[src/rtl/alu_bist.sv]
// ALU built-in self-test: sweeps all ALU ops with corner and LFSR operands, one vector per clock,
// and folds every result into a 32-bit MISR that is compared against a golden signature.

package alu_pkg;
  typedef enum logic [3:0] {
    ALU_SLL, ALU_SRL, ALU_ADD, ALU_SUB, ALU_AND,
    ALU_OR,  ALU_XOR, ALU_NOR, ALU_SLT, ALU_SLTU
  } aluop_t;
endpackage

interface alu_if;
  import alu_pkg::*;
  aluop_t      alu_op;
  logic [31:0] port_A;
  logic [31:0] port_B;
  logic [31:0] outport;
  logic        neg;
  logic        overflow;
  logic        zero;
  modport alu (input alu_op, port_A, port_B, output neg, overflow, zero, outport);
  modport tb  (output alu_op, port_A, port_B, input neg, overflow, zero, outport);
endinterface

module alu_bist
  import alu_pkg::*;
#(
  parameter int unsigned N_VECTORS  = 64,
  parameter logic [31:0] SEED       = 32'hACE1_0001,
  parameter logic [31:0] GOLDEN_SIG = 32'h0000_0000
) (
  input  logic        CLK,
  input  logic        nRST,
  input  logic        start,
  input  logic        abort,
  alu_if.tb           aluif,
  output logic        busy,
  output logic        done,
  output logic        pass,
  output logic [31:0] signature
);
  localparam int unsigned CNT_W  = $clog2(N_VECTORS);
  localparam int unsigned N_OPS  = 10;
  localparam logic [31:0] SEED_A = (SEED == 32'h0) ? 32'h1 : SEED;
  localparam logic [31:0] SEED_B = (~SEED_A == 32'h0) ? 32'h1 : ~SEED_A;

  typedef enum logic [1:0] {IDLE, RUN, DONE} state_t;

  state_t           state, state_next;
  logic [CNT_W-1:0] vec_cnt, vec_nxt;
  logic [3:0]       op_idx;
  logic [31:0]      lfsr_a, lfsr_b;
  aluop_t           alu_op_q;
  logic [31:0]      port_a_q, port_b_q;
  logic [31:0]      misr_next;
  logic             last_vec, last_op, start_run, vec_nxt_corner;

  function automatic logic [31:0] lfsr_step(input logic [31:0] l);
    return {l[30:0], l[31] ^ l[21] ^ l[1] ^ l[0]};
  endfunction

  function automatic aluop_t op_at(input logic [3:0] idx);
    case (idx)
      4'd0:    return ALU_SLL;
      4'd1:    return ALU_SRL;
      4'd2:    return ALU_ADD;
      4'd3:    return ALU_SUB;
      4'd4:    return ALU_AND;
      4'd5:    return ALU_OR;
      4'd6:    return ALU_XOR;
      4'd7:    return ALU_NOR;
      4'd8:    return ALU_SLT;
      default: return ALU_SLTU;
    endcase
  endfunction

  // Fixed corner operands {port_A, port_B} for the first four vectors of every op.
  function automatic logic [63:0] corner(input logic [1:0] v);
    case (v)
      2'd0:    return {32'h0000_0000, 32'h0000_0000};
      2'd1:    return {32'hFFFF_FFFF, 32'h0000_0001};
      2'd2:    return {32'h7FFF_FFFF, 32'h0000_0001};
      default: return {32'h8000_0000, 32'hFFFF_FFFF};
    endcase
  endfunction

  assign aluif.alu_op = alu_op_q;
  assign aluif.port_A = port_a_q;
  assign aluif.port_B = port_b_q;
  assign busy         = (state == RUN);
  assign done         = (state == DONE);

  assign last_vec       = (vec_cnt == CNT_W'(N_VECTORS - 1));
  assign last_op        = (op_idx == 4'(N_OPS - 1));
  assign vec_nxt        = vec_cnt + CNT_W'(1);
  assign vec_nxt_corner = ((vec_nxt >> 2) == '0);
  assign start_run      = start && !abort && (state != RUN);
  assign misr_next      = {signature[30:0], signature[31] ^ signature[21] ^ signature[1] ^ signature[0]}
                          ^ aluif.outport ^ {29'b0, aluif.neg, aluif.overflow, aluif.zero};

  always_comb begin
    // NOTE: defaults come first so every path assigns state_next and no latch is inferred.
    state_next = state;
    case (state)
      IDLE:    if (start) state_next = RUN;
      RUN:     if (last_vec && last_op) state_next = DONE;
      DONE:    if (start) state_next = RUN;
      default: state_next = IDLE;
    endcase
    if (abort) state_next = IDLE;
  end

  // NOTE: sequential state uses non-blocking assignments so all registers update from pre-edge values.
  always_ff @(posedge CLK or negedge nRST) begin
    if (!nRST) state <= IDLE;
    else       state <= state_next;
  end

  always_ff @(posedge CLK or negedge nRST) begin
    if (!nRST) begin
      signature <= 32'hFFFF_FFFF;
      pass      <= 1'b0;
      vec_cnt   <= '0;
      op_idx    <= '0;
      lfsr_a    <= SEED_A;
      lfsr_b    <= SEED_B;
      alu_op_q  <= ALU_SLL;
      port_a_q  <= '0;
      port_b_q  <= '0;
    end else if (abort) begin
      pass     <= 1'b0;
      vec_cnt  <= '0;
      op_idx   <= '0;
      lfsr_a   <= SEED_A;
      lfsr_b   <= SEED_B;
      alu_op_q <= ALU_SLL;
      port_a_q <= '0;
      port_b_q <= '0;
    end else if (start_run) begin
      signature <= 32'hFFFF_FFFF;
      pass      <= 1'b0;
      vec_cnt   <= '0;
      op_idx    <= '0;
      lfsr_a    <= SEED_A;
      lfsr_b    <= SEED_B;
      alu_op_q  <= ALU_SLL;
      port_a_q  <= '0;
      port_b_q  <= '0;
    end else if (state == RUN) begin
      // Sample the result of the vector on the ports and load the next vector on the same edge.
      signature <= misr_next;
      if (!last_vec) begin
        vec_cnt <= vec_nxt;
        lfsr_a  <= lfsr_step(lfsr_a);
        lfsr_b  <= lfsr_step(lfsr_b);
        if (vec_nxt_corner) {port_a_q, port_b_q} <= corner(vec_nxt[1:0]);
        else                {port_a_q, port_b_q} <= {lfsr_step(lfsr_a), lfsr_step(lfsr_b)};
      end else if (!last_op) begin
        vec_cnt  <= '0;
        op_idx   <= op_idx + 4'd1;
        lfsr_a   <= SEED_A;
        lfsr_b   <= SEED_B;
        alu_op_q <= op_at(op_idx + 4'd1);
        {port_a_q, port_b_q} <= corner(2'd0);
      end else begin
        pass <= (misr_next == GOLDEN_SIG);
      end
    end
  end

endmodule

[src/flat_wrapper.sv]
// flat-port wrapper written by rule: the top's interface ports become plain ports
module alu_bist_flat import alu_pkg::*;
#(
  parameter int unsigned N_VECTORS  = 64,
  parameter logic [31:0] SEED       = 32'hACE1_0001,
  parameter logic [31:0] GOLDEN_SIG = 32'h0000_0000
)
  (CLK, nRST, start, abort, busy, done, pass, signature, aluif_alu_op, aluif_port_A, aluif_port_B, aluif_neg, aluif_overflow, aluif_zero, aluif_outport);
  alu_if aluif_i ();
  input  logic CLK;
  input  logic nRST;
  input  logic start;
  input  logic abort;
  output logic busy;
  output logic done;
  output logic pass;
  output logic [31:0] signature;
  output wire logic [$bits(aluif_i.alu_op)-1:0] aluif_alu_op;
  output wire logic [$bits(aluif_i.port_A)-1:0] aluif_port_A;
  output wire logic [$bits(aluif_i.port_B)-1:0] aluif_port_B;
  input wire logic [$bits(aluif_i.neg)-1:0] aluif_neg;
  input wire logic [$bits(aluif_i.overflow)-1:0] aluif_overflow;
  input wire logic [$bits(aluif_i.zero)-1:0] aluif_zero;
  input wire logic [$bits(aluif_i.outport)-1:0] aluif_outport;
  assign aluif_alu_op = aluif_i.alu_op;
  assign aluif_port_A = aluif_i.port_A;
  assign aluif_port_B = aluif_i.port_B;
  assign aluif_i.neg = aluif_neg;
  assign aluif_i.overflow = aluif_overflow;
  assign aluif_i.zero = aluif_zero;
  assign aluif_i.outport = aluif_outport;
  alu_bist #(.N_VECTORS(N_VECTORS), .SEED(SEED), .GOLDEN_SIG(GOLDEN_SIG)) u_core (.CLK(CLK), .nRST(nRST), .start(start), .abort(abort), .aluif(aluif_i), .busy(busy), .done(done), .pass(pass), .signature(signature));
endmodule
[config.mk]
export PLATFORM = sky130hd
export DESIGN_NAME = alu_bist_flat
export DESIGN_NICKNAME = d
export VERILOG_FILES = /design/src/rtl/alu_bist.sv /design/src/flat_wrapper.sv
export SDC_FILE = /design/constraint.sdc
export NUM_CORES = 1
export LEC_CHECK = 0
export ABC_AREA = 0
export CAP_MARGIN = 20
export CORE_MARGIN = 4
export CORE_UTILIZATION = 47
export DETAILED_ROUTE_END_ITERATION = 10
export PLACE_DENSITY = 0.76
export SYNTH_ARGS = -nofsm -noshare
export SYNTH_HDL_FRONTEND = slang
export SYNTH_SLANG_ARGS = --single-unit
[constraint.sdc]
create_clock -name CLK -period 1.9 [get_ports CLK]
set_input_delay 0.38 -clock CLK [delete_from_list [all_inputs] [get_ports CLK]]
set_output_delay 0.38 -clock CLK [all_outputs]
set_load 0.05 [all_outputs]
==> reports/qor.csv <==
stage,metric,value,unit
placement,hpwlAfterDp,12400,um
layout,n_antenna_cell,0,
layout,area_growth,39.8,%
floorplan,initial_core_util,0.485,
global_routing,overflow,0,
clock_tree,cts_tree,built,
clock_tree,h-tree-depth,4,
synthesis,synth_area_leader_cell,dfrtp_1,
global_routing,grt_pass1_vias,6051,
clock_tree,clk_latency,440,ps
sta,tightestPinTransition,523,ps
floorplan,chipHeight,134,um
global_routing,antenna_found_initial,0,
synthesis,syn_avg_cell_area,10.8,sq um
setup_path,reg2reg_from,u_core.vec_cnt[0],
synthesis,synth_cell_type_count,45,
synthesis,synth_fp_nets,734,
layout,stdcell_count,1090,
layout,nNetsFinal,911,
routing,wl_per_cell,19.8,um
power_and_ir_drop,ir_drop,603,uV
setup_path,critPathMaxFanout,16,
placement,dpl.cell_count,1030,
placement,place.gp.congestion,0.833,
min_path,hold_path_class,primary input to async pin,
setup_path,worst_setup_path_start_kind,register,
placement,port-buffer-count,141,
synthesis,async_reset_ff_frac,1.00,
routing,drtIter0Drc,523,
setup_path,end_kind,register,
status,violations,setup timing,
setup_path,cp-endpoint,u_core.aluif.port_A[22],
setup_path,critPathLaunch,u_core.vec_cnt[0],
synthesis,netlist_top_cells_area,"dfrtp_1, dfstp_2, a21oi_1",
sta,finalHoldViolCount,0,
floorplan,die_x,134,um
sta,finalWorstSetupSlack,-97.0,ps
routing,ant_nets,0,
sta,hold_slack,450,ps
clock_tree,cts_made_buffers,17,
routing,route.detailed.drc,0,
global_routing,grtUsageTotal,0.213,
setup_path,cp.arrival,2340,ps
routing,vias,6212,
setup_path,critical_path_required,2250,ps
sta,max_freq,501,MHz
sta,min_period,2000,ps
sta,worst_clock_skew,7.20,ps
sta,min_period_over_period,1.05,
clock_tree,cts.clk_slew.worst_paths,70,ps
floorplan,coreArea,0.0154,sq mm
routing,viasPerCell,5.70,
synthesis,synth_edf_count,0,
synthesis,synth-main-ff-cell,dfrtp_1,
power_and_ir_drop,p_leak,4.59,nW
clock_tree,cts_root_buf,clkbuf_16,
synthesis,syn_inst,689,
synthesis,yosysWarnings,0,
routing,drt_pass1_iterations,5,
placement,place_ws,-230,ps
setup_path,ff2ff_setup_slack,-100,ps
floorplan,ios,142,
sta,timing.slew.headroom,0.653,
power_and_ir_drop,p_per_area,976,mW/mm^2
layout,final_layout_size_suffix_gt1_frac,0.296,
setup_path,r2r-end,u_core.aluif.port_A[22],
clock_tree,clk_path_buf_depth,2,
clock_tree,clock-sinks,176,
routing,wl,21600,um
sta,fin_tns_setup,-1760,ps
status,status,finished with violations,
floorplan,die-area,0.0180,sq mm
setup_path,r2r_cells,8,
setup_path,worstSetupPathType,register to register,
floorplan,row_count,45,
synthesis,yosysTopAreaCellShare,0.376,
job,maxCapViolCount,0,
sta,setup_viol,53,
synthesis,syn-cell-area,0.00746,sq mm
synthesis,synth.yosys.seq_area_share,0.601,
global_routing,grt_max_degree,63,
synthesis,ys_seq_elements,176,
global_routing,grt_pass1_wl,31000,um
sta,rsz0062_at_grt,yes,
sta,slew_violations,0,
## flip-flops by register name, summed over array words and instances (netlist names)
| register | flops |
|---|---|
| u_core.signature | 32 |
| u_core.aluif.alu_op | 3 |
| u_core.lfsr_a | 32 |
| u_core.lfsr_b | 32 |
| u_core.aluif.port_B | 32 |
| u_core.aluif.port_A | 32 |
| u_core.pass | 1 |
| u_core.state | 2 |
| u_core.op_idx | 4 |
| u_core.vec_cnt | 6 |
## cell usage in the layout (no fill, tap or decap), drive strengths merged, types with 3 or more instances in the layout
cell           Yosys  layout
inv                7       9
clkinv             0       3
clkdlybuf4s50      0      37
dfstp             64      64
a21oi            101     101
ha                 6       6
clkinvlp           0       6
xnor2             42      42
bufinv             0       4
nand2             75      75
a21boi             3       3
nand4              8       8
o22a              31      31
xor2               5       5
nand3              6       6
clkbuf            26      21
a31o               5      11
buf               25     121
nor2              39      39
o21ai             73      73
dfrtp            112     112
or3                3       3
dlygate4sd2        0      39
a22o              34      34
## kinds of logic after synthesis
kind of cell,share of synthesized area
AOI/OAI and AO/OA,0.216
DFF,0.601
and+or+nand+nor,0.0830
buffers and inverters,0.0345
xor gates and xnor gates,0.0552
adders and majority gates,0.0101
## worst min-delay path by stage
stage               start                       to  slack (ps)  cells past startpoint
floorplan            nRST   u_core.aluif.alu_op[0]          80                      0
global placement     nRST  u_core.aluif.port_A[21]         310                      1
detailed placement   nRST  u_core.aluif.port_A[21]         320                      1
CTS                  nRST  u_core.aluif.port_A[20]         450                      2
global route         nRST  u_core.aluif.port_A[23]         470                      2
finish               nRST  u_core.aluif.port_A[23]         450                      2
## critical path, cell delays in order, from the launching register on
cell and delay [ps]:
dfrtp_1 410, buf_4 190, nand2_2 150, a21oi_4 80, o32ai_4 400, buf_6 230
clkbuf_16 190, a21oi_1 70, o21ai_1 160
## layer usage
| metal | up-vias | part of all wire | wire (um) | GRT usage |
|---|---|---|---|---|
| met3 | 26 | 0.064 | 1370 | 0.0548 |
| met5 | - | 0 | 0 | 0 |
| met2 | 253 | 0.51 | 10900 | 0.358 |
| li1 | 2815 | - | - | - |
| met1 | 3118 | 0.41 | 8910 | 0.276 |
| met4 | 0 | 0.016 | 342 | 0.0577 |
## cells in the mapped netlist, types with 2 or more instances
library cell	count
dfrtp_1	112
a21oi_1	100
nand2_1	75
dfstp_2	64
o21ai_0	55
xnor2_1	42
nor2_1	39
a22o_1	34
o22a_1	31
clkbuf_1	26
buf_2	20
o21ai_1	18
inv_1	7
nand4_1	7
ha_1	6
nand3_1	6
a31o_2	5
xor2_1	5
buf_4	4
or3_1	3
a21boi_0	2
a21o_1	2
and2_1	2
nor4_1	2
o22ai_1	2
## layout make-up
| cell class | count | area (sq um) |
|---|---|---|
| tap | 211 | 264 |
| clock inverter | 15 | 209 |
| sequential | 176 | 4480 |
| multi-input combinational | 461 | 3010 |
| inverter | 7 | 30.0 |
| clock buffer | 17 | 425 |
| timing repair buffer | 203 | 2010 |
| fill | 1105 | 4940 |
## power by group
| part | switching [mW] | internal, mW | leakage, nW | total (mW) |
|---|---|---|---|---|
| Combinational | 1.36 | 0.781 | 2.08 | 2.14 |
| Sequential | 0.225 | 4.09 | 2.21 | 4.32 |
| Clock | 1.51 | 2.22 | 0.294 | 3.73 |
| Total | 3.09 | 7.09 | 4.59 | 10.2 |
## through the flow
stage | total power [mW] | instance area, sq um | util
final | 10.2 | 10400 | 0.679
after floorplan | 5.61 | 7470 | -
after global placement | 6.36 | 9240 | 0.601
after CTS | 10.1 | 9990 | 0.650
after detailed placement | 6.41 | 9240 | 0.601
after global routing | 10.6 | 10400 | 0.679
## what timing repair did
action	CTS	global route
endpoints found under the setup margin	130	121
gates cloned	2	13
buffers inserted	4	8
hold endpoints to repair	35	0
pin swaps	3	11
hold buffers	1	0
gates resized for setup	48	81
(Power assumes the default switching activity.)
